===== src/rtl/board_pkg.sv =====
// board_pkg: shared board geometry, cell codes and reader FSM states
// for the board display path.
package board_pkg;
    localparam int NUM_ROWS = 20;
    localparam int NUM_COLS = 10;
    localparam int CELL_W   = 3;

    typedef enum logic [CELL_W-1:0] {
        CELL_EMPTY  = 3'd0,
        CELL_LINE   = 3'd1,
        CELL_SQUARE = 3'd2
    } cell_code_e;

    typedef enum logic [1:0] {IDLE, REQ, EMIT, DONE} state_e;
endpackage


===== src/rtl/board_row_reader.sv =====
// board_row_reader: scans every board row once per frame and streams the
// unpacked cell codes to the renderer over a valid/ready interface.
module board_row_reader #(
    parameter int NUM_ROWS = board_pkg::NUM_ROWS,
    parameter int NUM_COLS = board_pkg::NUM_COLS,
    parameter int CELL_W   = board_pkg::CELL_W,
    parameter int RD_LAT   = 1
) (
    input  logic              clk,
    input  logic              rst,
    input  logic              frame_start,
    output logic [4:0]        row_index,
    input  logic [31:0]       row_data,
    input  logic [31:0]       line_status,
    output logic              cell_valid,
    input  logic              cell_ready,
    output logic [3:0]        cell_x,
    output logic [4:0]        cell_y,
    output logic [CELL_W-1:0] cell_code,
    output logic              row_full,
    output logic              busy,
    output logic              frame_done
);
    import board_pkg::*;

    localparam logic [7:0] LAT      = 8'(RD_LAT);
    localparam logic [3:0] LAST_COL = 4'(NUM_COLS - 1);
    localparam logic [4:0] LAST_ROW = 5'(NUM_ROWS - 1);

    state_e      r_state;
    logic [4:0]  r_row;
    logic [7:0]  r_cnt;
    logic [31:0] r_word;
    logic [3:0]  w_next_x;

    assign w_next_x  = cell_x + 4'd1;
    assign row_index = r_row;
    assign cell_y    = r_row;

    always_ff @(posedge clk or posedge rst) begin
        if (rst) begin
            r_state    <= IDLE;
            r_row      <= '0;
            r_cnt      <= '0;
            r_word     <= '0;
            cell_valid <= 1'b0;
            cell_x     <= '0;
            cell_code  <= '0;
            row_full   <= 1'b0;
            busy       <= 1'b0;
            frame_done <= 1'b0;
        end else begin
            frame_done <= 1'b0;
            case (r_state)
                IDLE: if (frame_start) begin
                    r_state <= REQ;
                    r_row   <= '0;
                    r_cnt   <= '0;
                    busy    <= 1'b1;
                end
                REQ: begin
                    r_cnt <= r_cnt + 8'd1;
                    // row_index has been stable RD_LAT cycles: the memory word is now valid
                    if (r_cnt == LAT) begin
                        r_word     <= row_data;
                        row_full   <= line_status[r_row];
                        cell_x     <= '0;
                        cell_code  <= row_data[CELL_W-1:0];
                        cell_valid <= 1'b1;
                        r_state    <= EMIT;
                    end
                end
                EMIT: if (cell_ready) begin
                    if (cell_x != LAST_COL) begin
                        cell_x    <= w_next_x;
                        cell_code <= r_word[w_next_x*CELL_W +: CELL_W];
                    end else if (r_row != LAST_ROW) begin
                        cell_valid <= 1'b0;
                        r_row      <= r_row + 5'd1;
                        r_cnt      <= '0;
                        r_state    <= REQ;
                    end else begin
                        cell_valid <= 1'b0;
                        frame_done <= 1'b1;
                        busy       <= 1'b0;
                        r_state    <= DONE;
                    end
                end
                DONE: r_state <= IDLE;
                default: r_state <= IDLE;
            endcase
        end
    end
endmodule


===== config.mk =====
export PLATFORM = sky130hd
export DESIGN_NAME = board_row_reader
export DESIGN_NICKNAME = d
export VERILOG_FILES = /design/src/rtl/board_pkg.sv /design/src/rtl/board_row_reader.sv
export SDC_FILE = /design/constraint.sdc
export NUM_CORES = 1
export LEC_CHECK = 0
export BUFFER_PORTS_ARGS = -buffer_cell sky130_fd_sc_hd__buf_2
export CORE_ASPECT_RATIO = 1.75
export CORE_MARGIN = 1.5
export CORE_UTILIZATION = 53
export DETAILED_ROUTE_END_ITERATION = 10
export PLACE_DENSITY = 0.81
export SYNTH_ARGS = -nofsm -noshare
export SYNTH_HDL_FRONTEND = slang
export SYNTH_SLANG_ARGS = --single-unit

===== constraint.sdc =====
create_clock -name clk -period 2.95 [get_ports clk]
set_input_delay 0.1475 -clock clk [delete_from_list [all_inputs] [get_ports clk]]
set_output_delay 0.1475 -clock clk [all_outputs]
set_load 0.05 [all_outputs]

==> impl_metrics.yaml, run 1 <==
die:
  initial_core_util_pct: 54.8
  ios: 89
  chipWidth_um: 61.9
  rows: 37
  dieHeight_um: 106
  fp.coreArea_um2: 5880
  die_area_um2: 6570
yosys:
  avgSynthCellArea_um2: 9.21
  synth_most_common_cell: "nand2_1"
  synth_cell_type_count: 42
  synth-seq-cells: 58
  synth_area_leaders: "dfrtp_1 45%, nand2_1 14%, mux2i_1 6.2%"
  syn_nets: 423
  yosysTopAreaCell: "dfrtp_1"
  synth_top_flop_cell: "dfrtp_1"
  ys.warnings.count: 0
  async_reset_ff_share_pct: 100
  netlist.area_leader.share_pct: 45.0
  synth_cells: 350
  synth_common_cells: "121 x nand2_1, 58 x dfrtp_1, 20 x mux2i_1, 17 x o21ai_0"
  synth_seq_area_share_pct: 45.0
  synth.cell_area_um2: 3220
  synth_edf_count: 0
worst_setup_path:
  path_cells: "inv_1 > ha_1 > mux4_2 > mux2_2 > a221oi_1 > o21ai_0"
  crit_path_end_kind: "flop"
  crit_required_ns: 3.18
  cp_slowest_cell: "ha_1"
  start_kind: "flop"
  crit_family: "multiplexers"
  r2r-start: "cell_x[1]"
  cp_num_buf_inv: 1
  max_stage_delay_ns: 0.56
  worst_ep_arrival_time_ns: 2.57
  critPathLaunch: "cell_x[1]"
  cp_max_fo: 11
  path_class: "reg2reg"
detailed_routing:
  via_count: 2950
  drtIter0Drc: 94
  wl_per_cell_um: 15.6
  drt-pass1-iter-count: 5
  drtAntennaViolNets: 0
  route.detailed.drc: 0
  wl_um: 8440
  viasPerCell: 5.44
global_route:
  overflow: 0
  first_global_vias: 2961
  grt_max_degree: 47
  antenna_found_initial: 0
  grt_pass1_wl_um: 13400
  track_usage_pct: 28.0
timing:
  worst_slew_pin_slew_ns: 0.946
  max_freq_mhz: 427
  finalHoldViolations: 0
  finalSetupViolCount: 0
  period_minus_slack_ns: 2.34
  fin_worst_skew_ns: 0.00706
  rsz0062_at_grt: "false"
  finalCritPeriodShare_pct: 79.3
  drv_slew: 0
  max_slew_margin_pct: 36.8
  tns_ns: 0
power_and_ir_drop:
  power_density_nw_per_um2: 898
  power_leakage_nw: 2.07
  ir_worst_vdd_v: 0.000646
run:
  drv_cap: 0
cells_and_area:
  drive_gt1_share_pct: 27.4
  diodes: 0
  syn_to_final_growth_pct: 28.8
  final_util_pct: 70.6
  fillers: 437
  seqCellArea_um2: 1450
  layout.nets: 533
  multiInputGateArea_um2: 1610
clock_network:
  ctsRootBufferMaster: "clkbuf_8"
  cts_inserted_buffers: 9
  cts_tree: "yes"
  hold_buffers: 28
  htreeDepth: 3
  clock_path_buffers: 2
  post-cts-setup-buffer-count: 0
  cts_resized: 0
  path_clk_slew_ns: 0.07
  cts.sinks: 58
  clkLatencyLatePin_ns: 0.35
placed_design:
  numPortBuffers: 88
  place_congestion: 0.872
  dp_hpwl_um: 5600
run_status:
  status: "finished clean"
worst_hold_path:
  hp-class: "in2async"
-- worst paths after layout --
path                           endpoint  slack [ns]  depth (start not counted)
min                            r_cnt[5]        0.01                          2
max reg2reg                cell_code[1]        0.61                          6
max                        cell_code[1]        0.61                          6
max in group asynchronous  cell_code[2]        2.25                          3
min in group clk              r_word[2]        0.02                          3
min reg2reg                  r_word[24]        0.47                          2
-- sequential cells by signal (all words and copies together), names as in the netlist --
signal	count
r_word	32
r_cnt	8
cell_y	5
cell_x	4
cell_code	3
r_state	2
busy	1
cell_valid	1
frame_done	1
row_full	1
-- metrics by stage --
step | cell area (µm²) | total power [mW] | setup slack [ns] | hold WS (ns) | std cells
floorplan | 3220 | 2.55 | 0.323 | 0.253 | 350
global placement | 3670 | 2.84 | 0.698 | 0.335 | 499
detailed placement | 3670 | 2.91 | 0.609 | 0.341 | 499
CTS | 4150 | 3.72 | 0.616 | 0.00444 | 542
global route | 4150 | 3.98 | 0.428 | 0.0254 | 542
finish | 4150 | 3.73 | 0.611 | 0.0111 | 542
-- where the power goes --
| group | switching, mW | internal (mW) |
|---|---|---|
| logic | 0.978 | 0.644 |
| registers | 0.234 | 1.11 |
| clock network | 0.307 | 0.453 |
-- cell families after synthesis --
family | count (synthesis) | share of synthesized area, %
and+or+nand+nor | 175 | 24.2
DFF | 58 | 45.0
AOI/OAI and AO/OA | 43 | 9.36
muxes | 31 | 12.2
buffers and inverters | 30 | 5.13
xor gates and xnor gates | 8 | 2.17
adders and majority gates | 5 | 1.94
-- per-layer routing --
| layer | up-vias | share of wire [%] | track usage [%] |
|---|---|---|---|
| li1 | 1403 | - | - |
| met1 | 1418 | 36 | 28.8 |
| met2 | 111 | 56 | 50.8 |
| met3 | 18 | 5.3 | 6.93 |
| met4 | 0 | 3.0 | 11.6 |
| met5 | - | 0 | 0 |
-- area by class of cell --
cell class                 count  area share [%]
clock buffer                  13            4.07
clock inverter                 2           0.844
inverter                       7           0.633
multi-input combinational    262            38.7
sequential                    58            35.0
tap                           78            2.35
timing repair buffer         122            18.5
-- cells in the final DEF (no fill, tap or decap), drive strengths merged, types with 6 or more instances in the layout --
| cell | Yosys | layout |
|---|---|---|
| nand2 | 121 | 121 |
| buf | 19 | 94 |
| dfrtp | 58 | 58 |
| dlygate4sd3 | 0 | 28 |
| mux2i | 20 | 20 |
| o21ai | 17 | 17 |
| clkbuf | 4 | 13 |
| nor2 | 12 | 12 |
| nand3 | 10 | 10 |
| xor2 | 8 | 8 |
| a21oi | 8 | 8 |
| inv | 7 | 7 |
| a22o | 6 | 6 |
| mux4 | 6 | 6 |
| a221oi | 6 | 6 |
-- worst register-to-register path, delay by kind of cell, from the launching register on --
| family | cells | cell delay (ns) |
|---|---|---|
| flip-flops | 1 | 0.42 |
| multiplexers | 2 | 0.82 |
| adder cells (fa/ha/maj) | 1 | 0.56 |
| AO/OA/AOI/OAI | 2 | 0.36 |
| buffers and inverters | 1 | 0.07 |
No activity file was read; power rests on OpenSTA's default activity.
==> run 2: changes to the inputs <==
==> constraint.sdc (replaced) <==
create_clock -name clk -period 2.35 [get_ports clk]
set_input_delay 0.1175 -clock clk [delete_from_list [all_inputs] [get_ports clk]]
set_output_delay 0.1175 -clock clk [all_outputs]
set_load 0.05 [all_outputs]
==> run 2 against run 1 <==
Design area rose by 2.7%. Fmax increased by 6.2%. Die area is the same. Critical path depth is the same. Flip-flop and latch count did not move. Non-clock buffer count is 13 higher. Routed wire length grew 6.2%. Total power increased by 28%. Utilization increased by 1.9 points. Largest cell class unchanged. Largest power group unchanged. Highest routed layer unchanged.
==> impl_metrics.yaml, run 2 (synthesis gave the netlist of run 1 again) <==
worst_setup_path:
  crit_required_ns: 2.56
  r2r_setup_slack_ns: 0.15
  worst_r2r_endpoint: "cell_code[2]"
  reg2reg_depth: 6
  worst_ep_arrival_time_ns: 2.42
  path_cells: "ha_1 > mux4_2 > mux2i_1 > nor2b_1 > a311oi_1 > o21ai_0"
  max_stage_delay_ns: 0.56
  cp_num_buf_inv: 0
  r2r-start: "cell_x[0]"
  start_kind: "flop"
  crit_family: "multiplexers"
  cp_slowest_cell: "mux4_2"
  crit_path_end_kind: "flop"
  path_class: "reg2reg"
  cp_max_fo: 7
placed_design:
  dp_hpwl_um: 6180
  pre_cts_ws_ns: 0.155
  place_congestion: 0.875
  numPortBuffers: 88
clock_network:
  hold_buffers: 33
  clock_path_buffers: 2
  clkLatencyLatePin_ns: 0.35
  ctsRootBufferMaster: "clkbuf_8"
  cts.sinks: 58
  post-cts-setup-buffer-count: 0
  cts_tree: "yes"
  htreeDepth: 3
  cts_inserted_buffers: 9
  path_clk_slew_ns: 0.07
  cts_resized: 0
cells_and_area:
  drive_gt1_share_pct: 28.9
  layout.nets: 546
  fillers: 406
  syn_to_final_growth_pct: 32.3
  regMostFlops: "r_word"
  final_util_pct: 72.5
  largest_reg_flops: 32
  diodes: 0
  final_common_cell: "nand2_1"
  mostFrequentLayoutCells: "121 x nand2_1, 88 x buf_2, 56 x dfrtp_1"
worst_hold_path:
  whs_path_depth: 3
  hold_start: "frame_start"
  hp-class: "in2reg"
  hold_path_end: "busy"
power_and_ir_drop:
  ir_worst_vdd_v: 0.000803
  power_leakage_nw: 2.13
  power_density_nw_per_um2: 1120
global_route:
  track_usage_pct: 29.7
  grt_max_degree: 29
  first_global_vias: 3105
  grt_pass1_wl_um: 14000
  overflow: 0
  antenna_found_initial: 0
run_status:
  status: "finished clean"
detailed_routing:
  drtIter0Drc: 149
  via_count: 3038
  route.detailed.drc: 0
  wl_um: 8970
  drtAntennaViolNets: 0
  wl_per_cell_um: 16.1
  drt-pass1-iter-count: 4
  viasPerCell: 5.46
die:
  dieHeight_um: 106
  fp.coreArea_um2: 5880
  chipWidth_um: 61.9
  die_area_um2: 6570
  ios: 89
  rows: 37
  initial_core_util_pct: 54.8
timing:
  finalCritPeriodShare_pct: 93.7
  drv_slew: 0
  fin_worst_skew_ns: 0.0103
  max_slew_margin_pct: 65.8
  fin_ws_ns: 0.148
  finalHoldViolations: 0
  max_freq_mhz: 454
  tns_ns: 0
  worst_slew_pin_slew_ns: 0.507
  rsz0062_at_grt: "false"
  finalSetupViolCount: 0
  period_minus_slack_ns: 2.20
run:
  drv_cap: 0
==> run 2: report_power, final <==
group | internal [mW] | total (mW) | switching [mW]
combinational | 0.899 | 2.19 | 1.29
sequential | 1.40 | 1.71 | 0.315
clock | 0.495 | 0.888 | 0.394
==> run 2: area by class of cell <==
type | instances | area, µm² | area share [%]
inverter | 7 | 26.3 | 0.616
multi-input combinational | 262 | 1610 | 37.6
tap | 78 | 97.6 | 2.29
clock inverter | 2 | 10.0 | 0.235
clock buffer | 14 | 183 | 4.28
sequential | 58 | 1450 | 34.1
timing repair buffer | 135 | 888 | 20.8
==> run 2: metrics by stage <==
| step | area [µm²] | power [mW] | std cells | hold WS (ns) |
|---|---|---|---|---|
| after floorplan | 3230 | 3.21 | 350 | 0.223 |
| after global placement | 3740 | 3.69 | 507 | 0.125 |
| after detailed placement | 3740 | 3.80 | 507 | 0.137 |
| after CTS | 4260 | 4.74 | 556 | 0.0622 |
| after global routing | 4260 | 5.06 | 556 | 0.124 |
| final | 4260 | 4.79 | 556 | 0.0834 |
==> run 2: worst max path at each step <==
stage / depth (start not counted) / slack [ns] / endpoint / startpoint
detailed placement: 6 / 0.16 / cell_code[2] / cell_x[0]
global placement: 5 / 0.25 / cell_code[1] / cell_x[0]
global route: 5 / 0.04 / cell_code[1] / cell_x[0]
finish: 6 / 0.15 / cell_code[2] / cell_x[0]
floorplan: 7 / 0.02 / cell_code[1] / cell_x[1]
CTS: 6 / 0.14 / cell_code[2] / cell_x[0]
==> run 2: worst register-to-register path: stages (launching register included) <==
cell and delay (ns):
dfrtp_2 0.46, ha_1 0.43, mux4_2 0.56, mux2i_1 0.17, nor2b_1 0.07, a311oi_1 0.25, o21ai_0 0.13
==> run 2: metal layers <==
layer	part of all wire (%)	global-route usage (%)	up-vias
li1	-	-	1434
met1	33	29.1	1414
met2	56	53.5	160
met3	6.3	6.20	30
met4	4.8	16.7	0
met5	0	0	-
